$ cat src/rtl/eqed_inject_ctrl.sv
// eqed_inject_ctrl: single bit-flip injection controller for EQED runs.
// A run lasts `window` cycles. During the run the block compresses misr_in
// into a MISR signature, and it can issue at most one one-hot flip to the
// DUT muxes, at a chosen cycle offset.
// Ports:
//   clk, rst        clock; synchronous active-high reset
//   start, abort    begin a run (IDLE only); cancel a run (RUN only)
//   inj_en/sel/cyc  injection enable, target flop index, RUN offset
//   window          RUN length in cycles (0 goes straight to DONE)
//   misr_in         data compressed on every RUN cycle
//   flip            one-hot flip select (combinational)
//   busy/done       state is RUN / one-cycle end-of-run pulse
//   injected        sticky: a flip was issued during this run
//   cycle           current RUN offset
//   signature       MISR value
module eqed_inject_ctrl #(
    parameter int                NUM_FF = 8,
    parameter int                SEL_W  = 4,
    parameter int                MISR_W = 6,
    parameter int                IN_W   = 2,
    parameter logic [MISR_W-1:0] TAPS   = 6'b110000,
    parameter logic [MISR_W-1:0] SEED   = 6'b000001,
    parameter int                WIN_W  = 10
) (
    input  logic              clk,
    input  logic              rst,
    input  logic              start,
    input  logic              abort,
    input  logic              inj_en,
    input  logic [SEL_W-1:0]  inj_sel,
    input  logic [WIN_W-1:0]  inj_cycle,
    input  logic [WIN_W-1:0]  window,
    input  logic [IN_W-1:0]   misr_in,
    output logic [NUM_FF-1:0] flip,
    output logic              busy,
    output logic              done,
    output logic              injected,
    output logic [WIN_W-1:0]  cycle,
    output logic [MISR_W-1:0] signature
);

    typedef enum logic [1:0] {
        IDLE = 2'd0,
        RUN  = 2'd1,
        DONE = 2'd2
    } state_e;

    state_e              state_q, state_d;
    logic                en_q, en_d;
    logic [SEL_W-1:0]    sel_q, sel_d;
    logic [WIN_W-1:0]    icyc_q, icyc_d;
    logic [WIN_W-1:0]    win_q, win_d;
    logic [WIN_W-1:0]    cycle_q, cycle_d;
    logic [MISR_W-1:0]   sig_q, sig_d;
    logic                inj_q, inj_d;
    logic                busy_q;
    logic                done_q;

    logic                sel_ok;
    logic                fire;
    logic                fb;
    logic [MISR_W-1:0]   sig_step;
    logic                last;

    // An out-of-range select never fires. An out-of-range inject cycle
    // never matches, because cycle stays below the window while in RUN.
    assign sel_ok = (int'(sel_q) < NUM_FF);

    assign fire = (state_q == RUN) && en_q && !inj_q && !abort
                  && (cycle_q == icyc_q) && sel_ok;

    assign flip = fire ? (NUM_FF'(1) << sel_q) : '0;

    assign fb       = ^(sig_q & TAPS);
    assign sig_step = {sig_q[MISR_W-2:0], fb} ^ MISR_W'(misr_in);

    // win_q is never zero in RUN, so the subtraction cannot wrap.
    assign last = (cycle_q == (win_q - 1'b1));

    always_comb begin
        state_d = state_q;
        en_d    = en_q;
        sel_d   = sel_q;
        icyc_d  = icyc_q;
        win_d   = win_q;
        cycle_d = cycle_q;
        sig_d   = sig_q;
        inj_d   = inj_q;

        unique case (state_q)
            IDLE: begin
                if (start) begin
                    en_d    = inj_en;
                    sel_d   = inj_sel;
                    icyc_d  = inj_cycle;
                    win_d   = window;
                    cycle_d = '0;
                    sig_d   = SEED;
                    inj_d   = 1'b0;
                    state_d = (window == '0) ? DONE : RUN;
                end
            end
            RUN: begin
                // Abort freezes signature, cycle and the injected flag.
                if (abort) begin
                    state_d = IDLE;
                end else begin
                    sig_d   = sig_step;
                    cycle_d = cycle_q + 1'b1;
                    if (fire) begin
                        inj_d = 1'b1;
                    end
                    if (last) begin
                        state_d = DONE;
                    end
                end
            end
            DONE: begin
                state_d = IDLE;
            end
            default: begin
                state_d = IDLE;
            end
        endcase
    end

    always_ff @(posedge clk) begin
        if (rst) begin
            state_q <= IDLE;
            en_q    <= 1'b0;
            sel_q   <= '0;
            icyc_q  <= '0;
            win_q   <= '0;
            cycle_q <= '0;
            sig_q   <= SEED;
            inj_q   <= 1'b0;
            busy_q  <= 1'b0;
            done_q  <= 1'b0;
        end else begin
            state_q <= state_d;
            en_q    <= en_d;
            sel_q   <= sel_d;
            icyc_q  <= icyc_d;
            win_q   <= win_d;
            cycle_q <= cycle_d;
            sig_q   <= sig_d;
            inj_q   <= inj_d;
            busy_q  <= (state_d == RUN);
            done_q  <= (state_d == DONE);
        end
    end

    assign busy      = busy_q;
    assign done      = done_q;
    assign injected  = inj_q;
    assign cycle     = cycle_q;
    assign signature = sig_q;

endmodule
$ cat config.mk
export PLATFORM = sky130hd
export DESIGN_NAME = eqed_inject_ctrl
export DESIGN_NICKNAME = d
export VERILOG_FILES = /design/src/rtl/eqed_inject_ctrl.sv
export SDC_FILE = /design/constraint.sdc
export NUM_CORES = 1
export LEC_CHECK = 0
export BUFFER_PORTS_ARGS = -buffer_cell sky130_fd_sc_hd__buf_2
export CELL_PAD_IN_SITES_DETAIL_PLACEMENT = 1
export CELL_PAD_IN_SITES_GLOBAL_PLACEMENT = 1
export CORE_MARGIN = 5
export CORE_UTILIZATION = 25
export DETAILED_ROUTE_END_ITERATION = 6
export PLACE_DENSITY_LB_ADDON = 0.1
export SYNTH_ARGS = -nofsm -noshare
export SYNTH_HDL_FRONTEND = slang
export SYNTH_SLANG_ARGS = --single-unit
export TNS_END_PERCENT = 1
$ cat constraint.sdc
create_clock -name clk -period 2.35 [get_ports clk]
set_clock_uncertainty 0.2 [all_clocks]
set_input_delay 0.3525 -clock clk [delete_from_list [all_inputs] [get_ports clk]]
set_output_delay 0.3525 -clock clk [all_outputs]
set_load 0.01 [all_outputs]
==> qor.txt, run 1 <==
CTS HTree Levels: 2
Worst EP required: 1.80 ns
FF+latch count, synth: 46
dpl hpwl: 5630 µm
fillers: 1129
placement row count: 35
proportion of layout cells with a drive suffix above 1: 0.300
initial antenna violation count: 0
count leader, synth: nand2_1
Final #Nets: 399
Final Util: 0.329
WS Path Type: reg2out
Clock Path Buffers: 2
EDFF count, synth: 0
largest net degree at the start of global routing: 29
clock root buffer: clkbuf_8
worst reg2reg setup slack: 0.14 ns
Clock Sinks: 46
PwrDens: 561 nW/µm²
leak pwr: 1.33 nW
DIE WIDTH: 106 µm
CTS tree: yes
Initial DRC Count: 75
iteration count of the initial detailed-routing pass: 4
Hold Path Cell Cnt: 3
Syn Area/Cell: 7.73 µm²
synth cell count leaders: nand2_1, dfxtp_1, a21oi_1
PortBufs: 57
max cap viols: 0
Max Clk Rate: 419 MHz
Overflow after GRT: 0
Peak supply drop: 0.260 mV
failing checks: setup timing
cells on worst reg2reg path: 8
Post-synth top flop: dfxtp_1
critical path endpoint category: output pin
Synth top area share: 0.400
post-route minimum period: 2.38 ns
met1 usage: 0.180
Total GRT Usage: 0.134
RSZ-0062 raised after global routing: true
vias in the first global route: 2392
ant diodes: 0
Clock transition at path regs: 0.09 ns
GR Util met2: 0.223
top area cells in the synthesized netlist: dfxtp_1, nand2_1, a21oi_1
Routed Antenna Nets: 0
Synth Cell Area: 2300 µm²
Hold Fails Final Rpt: 0
Unique masters post-synth: 40
wire length of the first global-routing pass: 12100 µm
Final GP Congestion: 0.750
Top Ports: 58
DR vias: 2298
DRC: 0
sequential area share after synthesis: 0.400
Starting Density: 0.253
die footprint: 11200 µm²
clk_lat worst skew: 0.30 ns
GR Util met3: 0.0267
Syn-to-layout area delta: 30.1%
Slew headroom: 0.659
GR peak layer: met2
Setup crit start kind: flop
ys async rst share: 0
placed inst area: 2820 µm²
Crit path arrival time: 1.83 ns
worst-path maximum fanout: 4
final setup fails: 6
CTS Buf Count: 5
die height: 106 µm
Via density: 4.81
Setup TNS: -0.124 ns
Syn Inst Count: 298
Reg area: 927 µm²
Core Area: 9110 µm²
worst hold path class: in2reg
final max-slew violation count: 0
worst-margin pin slew: 0.510 ns
Mapped Nets: 331
hold_buf cts: 0
DRT Wirelength: 7320 µm
fin crit share: 1.01
final worst slack: -0.0339 ns
Design Area, Final: 3000 µm²
Synth area leader: dfxtp_1
WL/cell: 15.3 µm
area of the multi-input gates: 1350 µm²
status: finished, violations left
YS warnings: 0
## sequential cells by signal, summed over array words and instances, names as in the netlist
signal,count
cycle,10
icyc_q,10
win_q,10
signature,6
sel_q,4
state_q,2
busy,1
done,1
en_q,1
injected,1
## per-stage QoR
stage	total power, mW	instances	setup slack [ns]	hold WS [ns]
6_report	1.68	478	-0.0339	0.0779
5_1_grt	1.77	478	-0.160	0.0754
4_1_cts	1.70	477	-0.0238	0.0721
3_5_place_dp	1.14	469	0.139	0.255
3_3_place_gp	1.14	469	0.168	0.246
2_1_floorplan	1.02	298	0.158	0.232
## per-layer routing
layer  vias up  part of all wire
li1       1139                 -
met1      1118              0.48
met2        35              0.48
met5         -                 0
met3         6             0.036
met4         0            0.0096
## layout by cell type (no fill, tap or decap), types with 4 or more instances in the layout
cell type  instances
a21oi_1           35
buf_2             57
buf_4             23
clkbuf_8           7
dfxtp_1           43
inv_1              6
nand2_1           63
nand2b_1           5
nand3_1           10
nor2_1            20
nor2_2             6
nor3_1             8
nor4_1             5
o21ai_0            4
xnor2_1           12
xor2_1            18
## worst max-delay path: stages, from the launching register on
cell      delay, ns
dfxtp_4        0.36
xor2_1         0.15
nor4_1         0.27
buf_4          0.16
and4_4         0.26
nand2b_4       0.08
nor3_2         0.09
buf_2          0.15
## timing repair
item / in CTS / in global routing
pin swaps: 4 / 2
gates resized for setup: 12 / 7
setup endpoints to repair: 8 / 10
buffers inserted: 0 / 1
## kinds of logic (layout without fill, tap and decap cells)
family,Yosys count,after routing,synth area share
and+or+nand+nor,140,140,0.282
AOI/OAI and AO/OA,54,54,0.139
DFF,46,46,0.400
xor gates and xnor gates,31,31,0.124
buffers and inverters,25,94,0.0445
adders and majority gates,2,2,0.0109
## power by group
group	leakage, nW	internal (mW)	switching, mW	total (mW)
registers	0.377	0.811	0.0298	0.841
logic	0.895	0.122	0.163	0.284
clock network	0.0544	0.270	0.285	0.555
total	1.33	1.20	0.477	1.68
## final cells by class
cell class                      instances  share of cell area
Tap cell                              111              0.0463
Clock buffer                            7              0.0321
Timing Repair Buffer                   80               0.153
Multi-Input combinational cell        227               0.449
Clock inverter                          1             0.00292
Inverter                                6             0.00751
Sequential cell                        46               0.309
## path summary, 6_finish.rpt
kind | start | endpoint
worst min register to register | en_q | en_q
worst max register to register | win_q[0] | busy
worst min-delay path | inj_en | en_q
worst max-delay path | cycle[6] | flip[0]
Note: power is estimated with default switching activity, not from simulation.
==> run 2: changes to the inputs <==
- ABC_AREA: not set -> 1
- CELL_PAD_IN_SITES_GLOBAL_PLACEMENT: 1 -> 2
==> run 2 against run 1 <==
Against the previous run: the run now ends clean; non-clock buffer count down 8; final area up 2.7%; routed wire length up 5.5%; register-to-register slack better by 0.24 ns; critical path depth up 4; core utilization up 0.24 points; sequential cell count unchanged; highest routed layer unchanged.
==> qor.txt, run 2 <==
critical path endpoint category: output pin
Synth area leader: dfxtp_1
sequential area share after synthesis: 0.385
fin crit share: 0.951
commonest non-fill, non-tap cell in the layout: nand2_1
final max-slew violation count: 0
synth cell count leaders: nand2_1, dfxtp_1, nor2_1
Starting Density: 0.258
Syn-to-layout area delta: 28.5%
Hold Path Cell Cnt: 3
clock root buffer: clkbuf_8
worst-path maximum fanout: 6
Mapped Nets: 382
PwrDens: 559 nW/µm²
Post-synth top flop: dfxtp_1
total power: 1.72 mW
CTS HTree Levels: 2
dpl hpwl: 6150 µm
internal power: 1.17 mW
leak pwr: 1.41 nW
initial antenna violation count: 0
proportion of layout cells with a drive suffix above 1: 0.317
placed cell count: 537
ys async rst share: 0
DIE WIDTH: 108 µm
Max Clk Rate: 448 MHz
Net Sw Frac: 0.320
clk_lat worst skew: 0.30 ns
WL/cell: 14.1 µm
top area cells in the synthesized netlist: dfxtp_1, nand2_1, o21ai_0
Worst EP required: 1.80 ns
RSZ-0062 raised after global routing: true
Comb power frac: 0.204
wire length of the first global-routing pass: 12700 µm
Slew headroom: 0.651
ant diodes: 0
placement row count: 35
die footprint: 11600 µm²
DR vias: 2467
Overflow after GRT: 0
DRC: 0
Total GRT Usage: 0.137
Clock transition at path regs: 0.09 ns
Top Ports: 58
cells on worst reg2reg path: 12
Final Non-Filler Cells: 548
Initial DRC Count: 68
Synth top area share: 0.385
post-route minimum period: 2.23 ns
EDFF count, synth: 0
FF+latch count, synth: 46
Final GP Congestion: 0.766
Routed Antenna Nets: 0
Hold Fails Final Rpt: 0
CTS Buf Count: 5
worst hold path class: in2reg
final setup fails: 0
vias in the first global route: 2592
Flop pwr share: 0.505
YS warnings: 0
DRT Wirelength: 7730 µm
Setup crit start kind: flop
net switching power: 551 µW
largest net degree at the start of global routing: 21
Unique masters post-synth: 29
most frequent cells in the layout: nand2_1, buf_2, nor2_1
Clock Sinks: 46
PortBufs: 57
Peak supply drop: 0.205 mV
Via density: 4.50
Clock Path Buffers: 2
Crit path arrival time: 1.68 ns
status: completed
Syn Inst Count: 349
die height: 108 µm
count leader, synth: nand2_1
CTS tree: yes
Synth Cell Area: 2390 µm²
worst-margin pin slew: 0.523 ns
iteration count of the initial detailed-routing pass: 4
Final #Nets: 451
hold_buf cts: 0
Core Area: 9280 µm²
WS Path Type: reg2out
Syn Area/Cell: 6.86 µm²
clock share of power: 0.291
max cap viols: 0
## run 2: changes by cell type after synthesis, sizes merged, moves of 9 or more
cell,before,now
clkbuf,14,5
inv,6,36
nand2,64,73
nand3,10,26
nor2,26,56
o21ai,4,39
xor2,18,4
## run 2: power by group through the flow
stage	registers [mW]	clock network, mW	logic (mW)
floorplan	0.880	0	0.234
global placement	0.885	0	0.348
detailed placement	0.886	0	0.354
CTS	0.867	0.525	0.356
global route	0.876	0.553	0.409
finish	0.869	0.500	0.351
## run 2: worst max-delay path, stage by stage (launching register included)
cell and delay [ns]:
dfxtp_2 0.36, inv_4 0.06, nand2_2 0.05, o21ai_1 0.06, nor2_1 0.10, nand4_1 0.09
nor2_2 0.13, nand2_2 0.09, inv_4 0.09, nand2_4 0.07, nor3_2 0.12, buf_2 0.16
## run 2: kinds of logic (layout without fill, tap and decap cells)
logic type      count (synthesis)  count (layout)  synth area share
simple gates                  177             177             0.352
compound gates                 69              69             0.146
flops                          46              46             0.385
buf+inv                        46             116            0.0747
xor+xnor                        9               9            0.0329
fa+ha+maj                       2               2            0.0104
## run 2: timing repair
| action | 4_1_cts | 5_1_grt |
|---|---|---|
| buffers inserted | 3 | 0 |
| gates cloned | 0 | 0 |
| gates resized for setup | 13 | 21 |
| hold endpoints to repair | 0 | 0 |
| pin swaps | 2 | 5 |
| setup endpoints to repair | 8 | 8 |
## run 2: cell type report
| type | instances | area, µm² |
|---|---|---|
| Fill cell | 1221 | 6210 |
| Multi-Input combinational cell | 257 | 1360 |
| Tap cell | 129 | 161 |
| Inverter | 36 | 143 |
| Clock inverter | 2 | 13.8 |
| Timing Repair Buffer | 72 | 398 |
| Sequential cell | 46 | 932 |
| Clock buffer | 6 | 72.6 |
## run 2: worst paths after layout
check	from	endpoint	slack (ns)
setup / recovery	cycle[4]	flip[5]	0.12
hold / removal	inj_cycle[5]	icyc_q[5]	0.09
setup reg to reg	win_q[1]	done	0.38
hold reg to reg	win_q[9]	win_q[9]	0.28
## run 2: layer usage
| layer | vias to the layer above | track usage | wire, µm | share of wire |
|---|---|---|---|---|
| met1 | 1146 | 0.186 | 3650 | 0.47 |
| met2 | 42 | 0.226 | 3710 | 0.48 |
| met4 | 0 | 0.0298 | 57 | 0.0074 |
| met3 | 6 | 0.0264 | 304 | 0.039 |
| met5 | - | 0 | 0 | 0 |
| li1 | 1273 | - | - | - |
## run 2: metrics by stage
step / hold slack (ns) / area [µm²] / TNS (ns) / setup WS [ns] / utilization
after floorplan: 0.244 / 2390 / 0 / 0.413 / -
after global placement: 0.263 / 2890 / 0 / 0.203 / 0.311
after detailed placement: 0.265 / 2890 / 0 / 0.156 / 0.311
after CTS: 0.0807 / 3010 / 0 / 0.00471 / 0.324
after global routing: 0.0895 / 3080 / -0.529 / -0.0837 / 0.332
final: 0.0909 / 3080 / 0 / 0.116 / 0.332
==> run 3: changes to the inputs <==
- BUFFER_PORTS_ARGS: -buffer_cell sky130_fd_sc_hd__buf_2 -> -buffer_cell sky130_fd_sc_hd__clkbuf_2
==> run 3 against run 2 <==
Against the previous run: routed wire length is 4.1% higher; non-clock buffer count up 1; global-route usage increased by 0.27 points; die area unchanged; count of clock-buffer cells in the layout unchanged; core utilization is 0.81 points higher; final area is 2.4% higher; via count increased by 0.28%; critical path depth down 1; highest routed layer unchanged.
==> qor.txt, run 3 (same netlist as run 2, synthesis figures left out) <==
ant diodes: 0
post-route minimum period: 2.33 ns
CTS tree: yes
fillers: 1204
PwrDens: 553 nW/µm²
die height: 108 µm
worst-margin pin slew: 0.403 ns
Slew headroom: 0.731
Final GP Congestion: 0.786
DRC: 0
area of the multi-input gates: 1400 µm²
clock root buffer: clkbuf_8
placement row count: 35
DR vias: 2474
DRT Wirelength: 8040 µm
dpl hpwl: 6230 µm
status: completed
critical path endpoint category: output pin
Routed Antenna Nets: 0
Worst EP required: 1.80 ns
fin crit share: 0.993
Starting Density: 0.258
vias in the first global route: 2532
Initial DRC Count: 77
iteration count of the initial detailed-routing pass: 4
Clock Path Buffers: 2
most frequent cells in the layout: nand2_1, clkbuf_2, nor2_1
Max Clk Rate: 428 MHz
Final Non-Filler Cells: 549
PortBufs: 57
leak pwr: 1.44 nW
proportion of layout cells with a drive suffix above 1: 0.329
Overflow after GRT: 0
die footprint: 11600 µm²
hold_buf cts: 0
WS Path Type: reg2out
Core Area: 9280 µm²
Via density: 4.51
max cap viols: 0
clk_lat worst skew: 0.31 ns
Total GRT Usage: 0.140
WL/cell: 14.6 µm
Clock Sinks: 46
Top Ports: 58
worst hold path class: in2reg
Setup TNS: 0 ns
commonest non-fill, non-tap cell in the layout: nand2_1
Reg area: 937 µm²
largest net degree at the start of global routing: 27
Hold Fails Final Rpt: 0
RSZ-0062 raised after global routing: true
Crit path arrival time: 1.78 ns
CTS Buf Count: 5
initial antenna violation count: 0
total power: 1.74 mW
Final #Nets: 452
Peak supply drop: 0.196 mV
Syn-to-layout area delta: 31.7%
final max-slew violation count: 0
CTS HTree Levels: 2
Clock transition at path regs: 0.10 ns
wire length of the first global-routing pass: 12700 µm
Setup crit start kind: flop
placed cell count: 533
worst-path maximum fanout: 4
final setup fails: 0
DIE WIDTH: 108 µm
run 3: cell types whose count changed in the layout (fill, tap and decap cells not counted), moves of 2 or more:
cell and delta:
inv_1 -2, buf_2 -50, nor3_4 +3, dfxtp_1 -2
nor3_2 -3, nand2_2 -2, clkbuf_2 +50
run 3: worst paths after layout:
kind / slack [ns] / to / cells past startpoint / from
max: 0.02 / flip[3] / 10 / cycle[5]
min: 0.09 / icyc_q[0] / 3 / inj_cycle[0]
max reg2reg: 0.26 / state_q[1] / 12 / win_q[0]
min reg2reg: 0.28 / win_q[9] / 2 / win_q[9]
run 3: what timing repair did:
item | CTS | global route
buffers inserted | 4 | 4
endpoints found under the setup margin | 8 | 8
gates resized for setup | 28 | 29
pin swaps | 4 | 9
run 3: metal layers:
layer  track usage  wire (µm)
met2         0.230       3810
met5             0          0
met3        0.0240        211
met1         0.190       3960
met4        0.0352         65
run 3: layout make-up:
class,instances,area share
clock buffers,6,0.0230
flip-flops and latches,46,0.297
well taps,129,0.0512
inverters,36,0.0476
multi-input cells,257,0.444
repair buffers,73,0.133
clock inverters,2,0.00437
run 3: power breakdown:
group          switching [mW]  internal, mW
combinational           0.230         0.138
clock                   0.296         0.211
sequential             0.0458         0.824
run 3: critical path: stages, from the launching register on:
cell and delay [ns]:
dfxtp_1 0.38, inv_2 0.10, o22ai_1 0.08, inv_1 0.09, nand4_1 0.14, nor2_4 0.14, nand2_4 0.08, inv_6 0.08
nand2_8 0.07, nor3_4 0.16, buf_2 0.15
run 3: per-stage QoR:
| step | util | hold WS, ns | worst slack (ns) | cell area, µm² |
|---|---|---|---|---|
| 2_1_floorplan | - | 0.244 | 0.413 | 2390 |
| 3_3_place_gp | 0.309 | 0.263 | 0.185 | 2870 |
| 3_5_place_dp | 0.309 | 0.269 | 0.132 | 2870 |
| 4_1_cts | 0.330 | 0.0856 | 0.00928 | 3060 |
| 5_1_grt | 0.340 | 0.0857 | -0.110 | 3150 |
| 6_report | 0.340 | 0.0909 | 0.0154 | 3150 |
